`src/rtl/wb_arb_pkg.sv`:
```
`default_nettype none
// ============================================================================
// Module   : wb_arb_pkg
// Brief    : Shared constants for the Wishbone round-robin arbiter.
// Revision : 1.0 - initial release
// ============================================================================
package wb_arb_pkg;

    localparam logic [1:0] c_IDLE  = 2'd0;
    localparam logic [1:0] c_GRANT = 2'd1;
    localparam logic [1:0] c_ABORT = 2'd2;

    localparam int c_WDOG_W = 16;

    localparam logic [31:0] c_TIMEOUT_DATA_DEFAULT = 32'hDEAD_BEEF;

endpackage
`default_nettype wire

```
`src/rtl/rr_priority_picker.sv`:
```
`default_nettype none
// ============================================================================
// Module   : rr_priority_picker
// Brief    : Combinational round-robin picker; search starts one past i_last.
// Revision : 1.0 - initial release
// ============================================================================
module rr_priority_picker
    import wb_arb_pkg::*;
#(
    parameter int NUM_REQ = 2,
    parameter int IDX_W   = $clog2(NUM_REQ)
) (
    input  logic [NUM_REQ-1:0] i_req,
    input  logic [IDX_W-1:0]   i_last,
    output logic [NUM_REQ-1:0] o_gnt,
    output logic [IDX_W-1:0]   o_idx
);

    int                 w_cand;
    logic [IDX_W-1:0]   w_cidx;
    logic               w_found;

    always_comb begin
        o_gnt   = '0;
        o_idx   = '0;
        w_cand  = 0;
        w_cidx  = '0;
        w_found = 1'b0;
        // Wrap-around without a modulo so non-power-of-two counts stay cheap.
        for (int k = 1; k <= NUM_REQ; k++) begin
            w_cand = int'(i_last) + k;
            if (w_cand >= NUM_REQ) begin
                w_cand = w_cand - NUM_REQ;
            end
            w_cidx = IDX_W'(w_cand);
            if (!w_found && i_req[w_cidx]) begin
                w_found       = 1'b1;
                o_gnt[w_cidx] = 1'b1;
                o_idx         = w_cidx;
            end
        end
    end

endmodule
`default_nettype wire

```
`src/rtl/wb_rr_arbiter.sv`:
```
`default_nettype none
// ============================================================================
// Module   : wb_rr_arbiter
// Brief    : Round-robin Wishbone B4 classic arbiter with no-ack watchdog.
// Revision : 1.0 - initial release
// ============================================================================
module wb_rr_arbiter
    import wb_arb_pkg::*;
#(
    parameter int                NUM_MASTERS  = 2,
    parameter int                ADDR_W       = 32,
    parameter int                DATA_W       = 32,
    localparam int               SEL_W        = DATA_W / 8,
    parameter int                TIMEOUT      = 255,
    parameter logic [DATA_W-1:0] TIMEOUT_DATA = DATA_W'(c_TIMEOUT_DATA_DEFAULT)
) (
    input  logic                          wb_clk_i,
    input  logic                          wb_rst_i,
    input  logic [NUM_MASTERS*ADDR_W-1:0] m_adr_i,
    input  logic [NUM_MASTERS*DATA_W-1:0] m_dat_i,
    input  logic [NUM_MASTERS*SEL_W-1:0]  m_sel_i,
    input  logic [NUM_MASTERS-1:0]        m_we_i,
    input  logic [NUM_MASTERS-1:0]        m_stb_i,
    input  logic [NUM_MASTERS-1:0]        m_cyc_i,
    output logic [DATA_W-1:0]             m_dat_o,
    output logic [NUM_MASTERS-1:0]        m_ack_o,
    output logic [NUM_MASTERS-1:0]        m_err_o,
    output logic [ADDR_W-1:0]             s_adr_o,
    output logic [DATA_W-1:0]             s_dat_o,
    output logic [SEL_W-1:0]              s_sel_o,
    output logic                          s_we_o,
    output logic                          s_stb_o,
    output logic                          s_cyc_o,
    input  logic [DATA_W-1:0]             s_dat_i,
    input  logic                          s_ack_i,
    output logic [NUM_MASTERS-1:0]        grant_o,
    output logic                          timeout_o
);

    localparam int                  c_IDX_W      = $clog2(NUM_MASTERS);
    localparam logic [c_IDX_W-1:0]  c_LAST_RST   = c_IDX_W'(NUM_MASTERS - 1);
    localparam logic [c_WDOG_W-1:0] c_WDOG_LIMIT = c_WDOG_W'(TIMEOUT - 1);

    logic [1:0]             r_state;
    logic [NUM_MASTERS-1:0] r_grant;
    logic [c_IDX_W-1:0]     r_last;
    logic [c_WDOG_W-1:0]    r_wdog;
    logic                   r_timeout;

    logic [NUM_MASTERS-1:0] w_pick_gnt;
    logic [c_IDX_W-1:0]     w_pick_idx;
    logic [ADDR_W-1:0]      w_adr;
    logic [DATA_W-1:0]      w_wdat;
    logic [SEL_W-1:0]       w_sel;
    logic                   w_we;
    logic                   w_owner_cyc;
    logic                   w_owner_stb;
    logic                   w_in_grant;
    logic                   w_in_abort;
    logic                   w_fire;

    rr_priority_picker #(
        .NUM_REQ (NUM_MASTERS),
        .IDX_W   (c_IDX_W)
    ) u_picker (
        .i_req  (m_cyc_i),
        .i_last (r_last),
        .o_gnt  (w_pick_gnt),
        .o_idx  (w_pick_idx)
    );

    // AND-OR mux on the one-hot grant; an empty grant yields an all-zero bus.
    always_comb begin
        w_adr       = '0;
        w_wdat      = '0;
        w_sel       = '0;
        w_we        = 1'b0;
        w_owner_cyc = 1'b0;
        w_owner_stb = 1'b0;
        for (int k = 0; k < NUM_MASTERS; k++) begin
            if (r_grant[k]) begin
                w_adr       = w_adr  | m_adr_i[k*ADDR_W +: ADDR_W];
                w_wdat      = w_wdat | m_dat_i[k*DATA_W +: DATA_W];
                w_sel       = w_sel  | m_sel_i[k*SEL_W +: SEL_W];
                w_we        = w_we        | m_we_i[k];
                w_owner_cyc = w_owner_cyc | m_cyc_i[k];
                w_owner_stb = w_owner_stb | m_stb_i[k];
            end
        end
    end

    assign w_in_grant = (r_state == c_GRANT);
    assign w_in_abort = (r_state == c_ABORT);

    assign s_adr_o   = w_adr;
    assign s_dat_o   = w_wdat;
    assign s_sel_o   = w_sel;
    assign s_we_o    = w_we;
    assign s_cyc_o   = w_in_grant & w_owner_cyc;
    assign s_stb_o   = w_in_grant & w_owner_stb;
    assign m_ack_o   = w_in_abort ? r_grant
                     : (w_in_grant ? (r_grant & {NUM_MASTERS{s_ack_i}}) : '0);
    assign m_err_o   = w_in_abort ? r_grant : '0;
    assign m_dat_o   = w_in_abort ? TIMEOUT_DATA : s_dat_i;
    assign grant_o   = r_grant;
    assign timeout_o = r_timeout;

    // A late ack in the terminal counting cycle suppresses the abort.
    assign w_fire = w_owner_cyc & s_stb_o & ~s_ack_i & (r_wdog == c_WDOG_LIMIT);

    always_ff @(posedge wb_clk_i) begin
        if (wb_rst_i) begin
            r_state   <= c_IDLE;
            r_grant   <= '0;
            r_last    <= c_LAST_RST;
            r_wdog    <= '0;
            r_timeout <= 1'b0;
        end else begin
            case (r_state)
                c_IDLE: begin
                    if (|w_pick_gnt) begin
                        r_grant <= w_pick_gnt;
                        r_last  <= w_pick_idx;
                        r_state <= c_GRANT;
                    end
                end
                c_GRANT: begin
                    if (!w_owner_cyc) begin
                        r_grant <= '0;
                        r_state <= c_IDLE;
                    end else if (w_fire) begin
                        r_timeout <= 1'b1;
                        r_state   <= c_ABORT;
                    end
                end
                c_ABORT: begin
                    r_state <= c_GRANT;
                end
                default: begin
                    r_grant <= '0;
                    r_state <= c_IDLE;
                end
            endcase

            if (!w_in_grant || w_fire || !s_stb_o || s_ack_i) begin
                r_wdog <= '0;
            end else begin
                r_wdog <= r_wdog + 1'b1;
            end
        end
    end

endmodule
`default_nettype wire

```
`config.mk`:
```
export PLATFORM = sky130hd
export DESIGN_NAME = wb_rr_arbiter
export DESIGN_NICKNAME = d
export VERILOG_FILES = /design/src/rtl/wb_arb_pkg.sv /design/src/rtl/rr_priority_picker.sv /design/src/rtl/wb_rr_arbiter.sv
export SDC_FILE = /design/constraint.sdc
export NUM_CORES = 1
export LEC_CHECK = 0
export CELL_PAD_IN_SITES_DETAIL_PLACEMENT = 1
export CELL_PAD_IN_SITES_GLOBAL_PLACEMENT = 1
export CORE_AREA = 4 4 110 112
export CTS_CLUSTER_DIAMETER = 60
export CTS_CLUSTER_SIZE = 12
export DETAILED_ROUTE_END_ITERATION = 8
export DIE_AREA = 0 0 114 116
export DONT_BUFFER_PORTS = 1
export HOLD_SLACK_MARGIN = 0.12
export PLACE_DENSITY_LB_ADDON = 0.08
export SYNTH_ARGS = -nofsm -noshare
export SYNTH_HDL_FRONTEND = slang
export SYNTH_SLANG_ARGS = --single-unit
```
`constraint.sdc`:
```
create_clock -name wb_clk_i -period 1.45 [get_ports wb_clk_i]
set_clock_uncertainty 0.15 [all_clocks]
set_input_delay 0.29 -clock wb_clk_i [delete_from_list [all_inputs] [get_ports wb_clk_i]]
set_output_delay 0.29 -clock wb_clk_i [all_outputs]
set_load 0.02 [all_outputs]
```
## Word-level counts from Yosys, hierarchy flattened

Cells that the tools add are included.

| storage, ports and cells | value |
|---|---|
| register bits | 22 |
| output and inout bits | 110 |

| operators by class | value |
|---|---|
| $add $sub $neg | 5 |
| magnitude comparators | 6 |
| equality and inequality tests | 6 |
| mux-type cells | 38 |
| bitwise logic cells | 15 |
| reduce and logical (&&, ||, !) cells | 16 |

Operator list:

| kind | count |
|---|---|
| 32-bit 2-to-1 mux | 5 |
| 32-bit bitwise OR | 2 |
| 2-bit 2-to-1 mux | 10 |
| 1-bit 2-to-1 mux | 17 |
| 16-bit by 1-bit adder with 16-bit output, second input constant | 1 |
| 16-bit by 8-bit == test with 1-bit output, second input constant | 1 |
| 2-bit one-hot mux with 3 select lines | 2 |
| 4-bit 2-to-1 mux | 2 |
| 3-bit AND reduction | 2 |
| 1-bit bitwise AND | 5 |
| 1-bit by 2-bit < comparator with 1-bit output, second input constant | 2 |
| 2-bit inequality test, second input constant | 2 |
| 4-bit bitwise OR | 1 |
| 2-bit AND reduction | 2 |
| 2-bit OR reduction | 2 |
| 1-bit by 2-bit adder with 3-bit output, second input constant | 1 |
| 3-bit by 2-bit greater-or-equal comparator with 1-bit output, second input constant | 1 |
| 1-bit logical AND | 3 |
| 1-bit zero test | 3 |
| 1-bit logical OR | 3 |
| 3-bit by 2-bit inequality test with 1-bit output, second input constant | 1 |
| 1-bit bitwise OR | 3 |
| 1-bit by 1-bit adder with 2-bit output, second input constant | 1 |
| 2-bit bitwise AND | 1 |
| 9 further kinds | 13 |

## Longest topological paths before layout

Gate-level depths: netlist of run 1.

| depth | value |
|---|---|
| word-level depth | 13 |
| mapped depth | 7 |
| mapped depth without buffers | 6 |

## Cells and area by module

Synthesis of run 1 repeated with hierarchy kept, for this count alone.

| unflattened totals | value |
|---|---|
| cell total of the unflattened synthesis | 245 |
| area total of the unflattened synthesis | 1971.9 sq um |

Modules (own cells, without submodules):

| module | instances | cells each | area each (sq um) |
|---|---|---|---|
| wb_rr_arbiter | 1 | 241 | 1945.6 |
| rr_priority_picker | 1 | 4 | 26.3 |

## Worst setup path before layout of run 1

OpenSTA, ideal clock, no wires.

| timing path | value |
|---|---|
| path type | register to output |
| start point | register r_grant[1] (netlist: grant_o[1]) |
| end point | output port m_ack_o[1] |
| arrival time | 1.298 ns |
| required time | 1.010 ns |
| path slack | -0.288 ns |
| cell stages (with the launch flop) | 5 |
| buffers on the path | 2 |
| cells stage by stage | dfxtp_1 > buf_6 > clkbuf_1 > inv_1 > a21oi_1 |

| between the ends | value |
|---|---|
| longest elaborated chain between the ends | 3 |

RTL lines:

| item | line | RTL |
|---|---|---|
| start: declaration | wb_rr_arbiter.sv:45 | `logic [NUM_MASTERS-1:0] r_grant;` |
| start signal: assignment | wb_rr_arbiter.sv:122 | `r_grant <= w_pick_gnt;` |
| 2-bit bitwise AND | wb_rr_arbiter.sv:102 | `: (w_in_grant ? (r_grant & {NUM_MASTERS{s_ack_i}}) : '0);` |
| 2-bit 2-to-1 mux | wb_rr_arbiter.sv:102 |  |
| 2-bit 2-to-1 mux (*) | wb_rr_arbiter.sv:101 | `assign m_ack_o = w_in_abort ? r_grant` |
| end: declaration | wb_rr_arbiter.sv:26 | `output logic [NUM_MASTERS-1:0] m_ack_o,` |

Every way passes the cells marked *; elsewhere a longest branch is shown, timed or not.

## Worst setup path in the final report of run 1

| timing path | value |
|---|---|
| start point | register r_grant[1] (netlist: grant_o[1]) |
| end point | output port s_dat_o[25] |

| between the ends | value |
|---|---|
| longest elaborated chain between the ends | 1 |

RTL lines:

| item | line | RTL |
|---|---|---|
| 32-bit 2-to-1 mux | wb_rr_arbiter.sv:81 | `if (r_grant[k]) begin` |
| end: declaration | wb_rr_arbiter.sv:29 | `output logic [DATA_W-1:0] s_dat_o,` |

Every way passes these cells.

==> summary.txt, run 1 <==
Setup path
  • Crit path largest cell delay: approximately 0.38 ns
  • Worst path required time: ~1.0 ns
  • Worst r2r src: grant_o[0]
  • CP max FO: 7
  • Worst Setup SP: grant_o[1]
  • CP startpoint kind: register
  • WP buf/inv: 3
  • CP Class: reg2out
  • CP top delay family: buffers and inverters
  • Critical path capture point type: output port
  • Slowest CP cell: dfxtp_4
  • Arr. time, crit path: between 1 and 1.5 ns
  • Crit-path cells: buf_12 -> buf_16 -> a22o_4 -> buf_6

Yosys
  • Seq/Total Area, Yosys: 22.0%
  • Syn_nets: between 400 and 500
  • Synth warnings: 0
  • Synthesized instance count: roughly 240
  • Synth cell types: 35
  • Syn avg cell area: 8.31 µm²
  • Cell Area, Synth: roughly 2000 µm²
  • Synth Register Bits: 22

Global route
  • All-Layer GR Usage: approximately 16%
  • Antenna violations before repair: 0
  • Largest net degree at the start of global routing: 26
  • Global-route wire length before repair: approximately 16000 µm
  • Vias in the first global route: approximately 2400
  • GRT overflow: 0

Clock network
  • Root buf cell: clkbuf_16
  • Num CTS Buffers: 3
  • CTS tree: built
  • Skew-Pair Late Insertion Delay: approximately 0.26 ns
  • Worst-path clk slew: ~0.060 ns
  • Clock sinks: 22
  • H-tree depth: 1
  • Maximum buffer depth of the clock tree: 2

Run status
  • Failing checks: negative setup slack
  • Status: complete, but fails checks

Layout
  • Number of fill cells in the layout: roughly 1200
  • Diodes inserted: 0
  • Area Growth Syn to Fin: 113%
  • Fin nets: 500
  • Cell area after layout: 4270 µm²
  • Layout cell share with drive strength beyond 1: approximately 73%

Die
  • Initial Util: roughly 18%
  • Top Ports: 287
  • Die height: ~120 µm
  • DIE AREA: around 13000 µm²
  • Num rows: 39
  • Core area: between 10000 and 15000 µm²
  • Die Wd: ~110 µm

Pwr
  • Pwr Density: slightly below 600 nW/µm²
  • Peak supply drop: about 0.36 mV
  • Leak: about 1.9 nW

Drt
  • Drt wl/cell: ~27 µm
  • Vias: around 2400
  • 1st-iter DRT viols: 60
  • Antenna Violating Nets Remaining: 0
  • TritonRoute pass-1 iters: 4
  • DRC violations left: 0
  • Total Wirelength: between 10000 and 15000 µm
  • Vias/cell: ~5.1

Timing
  • RSZ-0062 raised after global routing: true
  • Setup violation total in the final timing report: 130
  • Final worst slack: -0.308 ns
  • Slew Viols, Final: 0
  • Worst-Margin Slew: approximately 0.28 ns
  • Fmax: between 500 and 600 MHz
  • Tcrit/Tclk final: 121%
  • Final hold vios: 0
  • Slew HR: 81.5%
  • Post-layout min period: 1.76 ns
  • Setup TNS: -24.75 ns

Hold path
  • Hold Crit Class: in2reg
  • Hold Crit Start: m_cyc_i[1]

Place
  • Dpl hpwl: between 8000 and 9000 µm
  • Placer Congestion: between 0.7 and 0.8
  • DP Area: 2650 µm²
  • IO buf count: 0
  • Pre-CTS setup slack: -0.192 ns

Job
  • Max-cap check violation count: 0
[final cells by class]
class,instances,area (µm²),share of cell area [%]
Clock buffer,4,88.8,2.08
Inverter,6,22.5,0.527
Multi-Input combinational cell,192,2270,53.1
Sequential cell,22,457,10.7
Tap cell,143,179,4.19
Timing Repair Buffer,96,1250,29.4
[cell usage in the layout, fill, tap and decap left out, types with 2 or more instances in the layout]
| cell | count |
|---|---|
| a21oi_4 | 2 |
| a22o_1 | 9 |
| a22o_2 | 10 |
| a22o_4 | 50 |
| a22oi_2 | 2 |
| a32o_1 | 2 |
| and2_4 | 8 |
| buf_12 | 9 |
| buf_16 | 8 |
| buf_4 | 43 |
| buf_6 | 19 |
| buf_8 | 7 |
| clkbuf_16 | 9 |
| dfxtp_1 | 15 |
| dfxtp_2 | 4 |
| dfxtp_4 | 3 |
| dlygate4sd3_1 | 3 |
| inv_1 | 4 |
| inv_2 | 2 |
| nand2_1 | 6 |
| nand2b_4 | 26 |
| nand3_1 | 3 |
| nand4_1 | 3 |
| nor2_1 | 9 |
| nor2_2 | 8 |
| nor2_4 | 9 |
| nor3_1 | 6 |
| nor4_4 | 4 |
| xnor2_1 | 10 |
| xor2_1 | 4 |
[Yosys cell counts, drive strengths merged]
master	n	share of area, %
nor4b	1	0.75
o21a	1	0.38
xnor2	10	4.4
a21oi	3	0.75
nand3b	1	0.38
nor2	26	6.1
nor3	7	1.7
nor4	6	3.1
inv	6	1.1
buf	4	2.2
and4	1	0.44
and3	1	0.31
nand2b	27	8.8
o21ai	2	0.69
nand3	4	1.0
nand2	6	1.1
clkbuf	17	3.2
a22oi	2	0.75
nand4	4	1.6
a22o	69	30
xor2	4	1.7
dfxtp	22	22
nand4b	1	0.44
and4bb	1	0.62
o21ba	2	1.0
and2	8	2.5
a32o	2	1.0
ha	2	1.2
o21bai	1	0.38
[worst reg2reg max path, delay by kind of cell, from the launching register on]
family          cells  cell delay [ns]
compound gates      2             0.16
buf+inv             3             0.48
flops               1             0.45
simple gates        2             0.38
[power by group]
group,leakage [nW],switching (mW),internal (mW)
Combinational,1.67,0.624,0.628
Sequential,0.182,0.0183,0.613
Clock,0.0442,0.233,0.422
[timing repair]
action                                  CTS  global route
hold buffers                              3             0
setup buffers                            19             5
resized for setup                       199            34
pin swaps                                45            31
endpoints found under the setup margin  127           131
endpoints found under the hold margin     6             0
gates cloned                             10             8
[registers in the layout (all words and copies together) (netlist names)]
name       count
grant_o        2
r_last         1
r_state        2
r_wdog        16
timeout_o      1
[layer usage]
metal  vias up  routed length [µm]  GRT usage [%]
met4         0                  57           1.66
met5         -                   0              0
met3         7                 680           1.78
li1       1077                   -              -
met2       102                6610           29.9
met1      1184                5100           20.7
[cells by family (layout without fill, tap and decap cells)]
family	after synthesis	after routing	synth area share, %
fa+ha+maj	2	2	1.25
xor+xnor	14	14	6.12
simple gates	94	94	28.9
flops	22	22	22.0
buf+inv	27	106	6.56
compound gates	82	82	35.1
[per-stage QoR]
stage | hold WS, ns | utilization (%) | power, mW | instances
2_1_floorplan | 0.247 | - | 1.22 | 241
3_3_place_gp | 0.253 | 23.6 | 1.42 | 420
3_5_place_dp | 0.259 | 23.6 | 1.42 | 420
4_1_cts | 0.121 | 36.0 | 2.46 | 456
5_1_grt | 0.128 | 38.1 | 2.62 | 463
6_report | 0.126 | 38.1 | 2.54 | 463
[path summary, 6_finish.rpt]
check                           cells after the start           to  slack, ns
worst min register to register                      2       r_last       0.40
worst max register to register                      7    timeout_o      -0.23
worst min-delay path                                2   grant_o[0]       0.13
worst max-delay path                                4  s_dat_o[25]      -0.31
No activity file was read; power rests on OpenSTA's default activity.
==> inputs of run 2 (changes only) <==
- BUFFER_PORTS_ARGS: unset -> -buffer_cell sky130_fd_sc_hd__clkbuf_2
- CAP_MARGIN: unset -> 20
- CORE_AREA: 4 4 110 112 -> unset
- CORE_MARGIN: unset -> 4
- CORE_UTILIZATION: unset -> 16
- DIE_AREA: 0 0 114 116 -> unset
- DONT_BUFFER_PORTS: 1 -> unset
==> run 2 against run 1 <==
  * The run still ends with negative setup slack left
  * Final area rose by 23%
  * Final cell count up 58%
  * Routed wire length rose by 13%
  * Sequential share of layout area is 1.9 points lower
  * Hold slack improved by 0.064 ns
  * Largest cell class is now non-clock buffers
  * Largest power group unchanged
==> summary.txt, run 2 (synthesis results as in run 1) <==
Layout
  • Diodes inserted: 0 (unchanged)
  • Number of fill cells in the layout: 1460 (+21%)
  • Non-filler instance count after layout: 732 (+58%)
  • Commonest non-fill, non-tap cells in the layout: 190 x clkbuf_2, 67 x a22o_1, 42 x buf_6
  • Max reg flops: 16 (unchanged)
  • Most flops, register: r_wdog
  • Area Growth Syn to Fin: 162%
  • Layout cell share with drive strength beyond 1: 72.3% (-0.47 points)
  • Commonest non-fill, non-tap cell in the layout: clkbuf_2
  • Cell area after layout: 5240 µm² (+23%)
  • Fin nets: 744 (+49%)

Pwr
  • Leak: 2.59 nW (+36%)
  • Pwr Density: 531 nW/µm² (-10%)
  • Power, Total: 2.78 mW (+9.8%)
  • Peak supply drop: 0.449 mV (+23%)

Global route
  • GRT overflow: 0 (unchanged)
  • Vias in the first global route: 3250 (+35%)
  • Global-route wire length before repair: 19300 µm (+22%)
  • All-Layer GR Usage: 16.9% (+0.79 points)
  • Antenna violations before repair: 0 (unchanged)
  • Largest net degree at the start of global routing: 27 (+3.8%)

Setup path
  • Worst path required time: 1.01 ns (about the same)
  • Worst r2r src: r_wdog[0]
  • CP max FO: 11 (+4)
  • CP startpoint kind: register
  • Worst R2R Path Depth: 8 (+1)
  • Critical path capture point type: output port
  • Arr. time, crit path: 1.27 ns (-0.05 ns)
  • Worst R2R End: timeout_o
  • Slowest CP cell: dfxtp_4
  • Crit path largest cell delay: 0.48 ns (+0.10 ns)
  • CP Class: reg2out
  • Crit-path cells: buf_6 -> a22o_1 -> clkbuf_4
  • R2r setup slk: -0.23 ns (about the same)

Die
  • Die Wd: 120 µm (+5.1%)
  • Initial Util: 16.5% (-1.3 points)
  • Num rows: 40 (+2.6%)
  • DIE AREA: 14400 µm² (+8.6%)
  • Die height: 120 µm (+3.3%)
  • Top Ports: 287 (unchanged)
  • Core area: 12100 µm² (+7.9%)

Clock network
  • Num CTS Buffers: 3 (unchanged)
  • Hold_buf cts: 0 (-3)
  • Maximum buffer depth of the clock tree: 2 (unchanged)
  • Skew-Pair Late Insertion Delay: 0.25 ns (about the same)
  • Clock sinks: 22 (unchanged)
  • CTS tree: built
  • Root buf cell: clkbuf_16
  • H-tree depth: 1 (unchanged)
  • Worst-path clk slew: 0.06 ns (about the same)

Hold path
  • Hold Crit Start: wb_rst_i
  • Hold Crit Class: in2reg
  • Worst Hold End: r_last
  • Hold depth: 2 (unchanged)

Place
  • Pre-CTS setup slack: -0.221 ns (-0.0292 ns)
  • Dpl hpwl: 10400 µm (+20%)
  • Placed Cells: 708 (+69%)
  • IO buf count: 286 (+286)
  • DP Area: 3890 µm² (+47%)
  • Placer Congestion: 0.857 (+20%)

Timing
  • Final hold vios: 0 (unchanged)
  • Slew HR: 80.8% (-0.72 points)
  • Worst-Margin Slew: 0.287 ns (+0.0108 ns)
  • Post-layout min period: 1.71 ns (-0.0512 ns)
  • Setup violation total in the final timing report: 129 (-0.77%)
  • Fmax: 586 MHz (+3.0%)
  • RSZ-0062 raised after global routing: true
  • WHS: 0.191 ns (+0.0642 ns)
  • Tcrit/Tclk final: 118% (-3.5 points)
  • Slew Viols, Final: 0 (unchanged)
  • Final worst slack: -0.256 ns (+0.0512 ns)

Drt
  • 1st-iter DRT viols: 131 (+120%)
  • DRC violations left: 0 (unchanged)
  • Drt wl/cell: 19.2 µm (-28%)
  • Antenna Violating Nets Remaining: 0 (unchanged)
  • Vias/cell: 4.41 (-14%)
  • Vias: 3228 (+36%)
  • Metal-1 WL: 5110 µm (+0.22%)
  • Top sig layer: met4
  • TritonRoute pass-1 iters: 4 (unchanged)
  • WL met2: 8070 µm (+22%)
  • Met3 Wirelength: 770 µm (+13%)
  • Total Wirelength: 14100 µm (+13%)

Job
  • Max-cap check violation count: 0 (unchanged)

Run status
  • Failing checks: negative setup slack
  • Status: complete, but fails checks
[run 2: repair_timing]
item,CTS,global route
setup endpoints to repair,128,130
pin swaps,9,12
gates cloned,8,6
setup buffers,6,4
resized for setup,138,176
[run 2: cell type report]
cell class              instances  area, µm²  area share, %
repair buffers                333       2670           50.9
multi-input cells             199       1790           34.1
flip-flops and latches         22        458           8.74
well taps                     168        210           4.01
clock buffers                   4       88.8           1.70
inverters                       6       30.0          0.573
[run 2: stage by stage]
stage | setup TNS (ns) | utilization [%]
global placement | -3.72 | 32.1
finish | -23.72 | 43.3
global route | -32.02 | 43.3
floorplan | -1.70 | -
detailed placement | -4.66 | 32.1
CTS | -22.07 | 38.8
[run 2: how the worst max path moves through the flow]
stage | from | endpoint | slack, ns | depth (start not counted)
4_1_cts | grant_o[0] | s_stb_o | -0.26 | 3
2_1_floorplan | r_wdog[0] | r_wdog[14] | -0.16 | 7
3_3_place_gp | r_wdog[0] | r_wdog[13] | -0.19 | 7
6_report | grant_o[0] | s_dat_o[21] | -0.26 | 3
5_1_grt | r_wdog[0] | timeout_o | -0.33 | 8
3_5_place_dp | r_wdog[0] | r_wdog[12] | -0.22 | 7
[run 2: layer usage]
metal,vias up,track usage (%)
met4,0,2.08
met5,-,0
met3,6,3.44
met2,98,33.4
li1,1559,-
met1,1565,19.0
[run 2: critical path, delay by kind of cell, from the launching register on]
family,cells,cell delay [ns]
buffers and inverters,2,0.37
DFF,1,0.48
AOI/OAI and AO/OA,1,0.16
[run 2: report_power, final]
group | internal (mW) | leakage (nW) | switching [mW]
Combinational | 0.826 | 2.37 | 0.679
Sequential | 0.611 | 0.182 | 0.0289
Clock | 0.421 | 0.0442 | 0.219
Total | 1.86 | 2.59 | 0.927
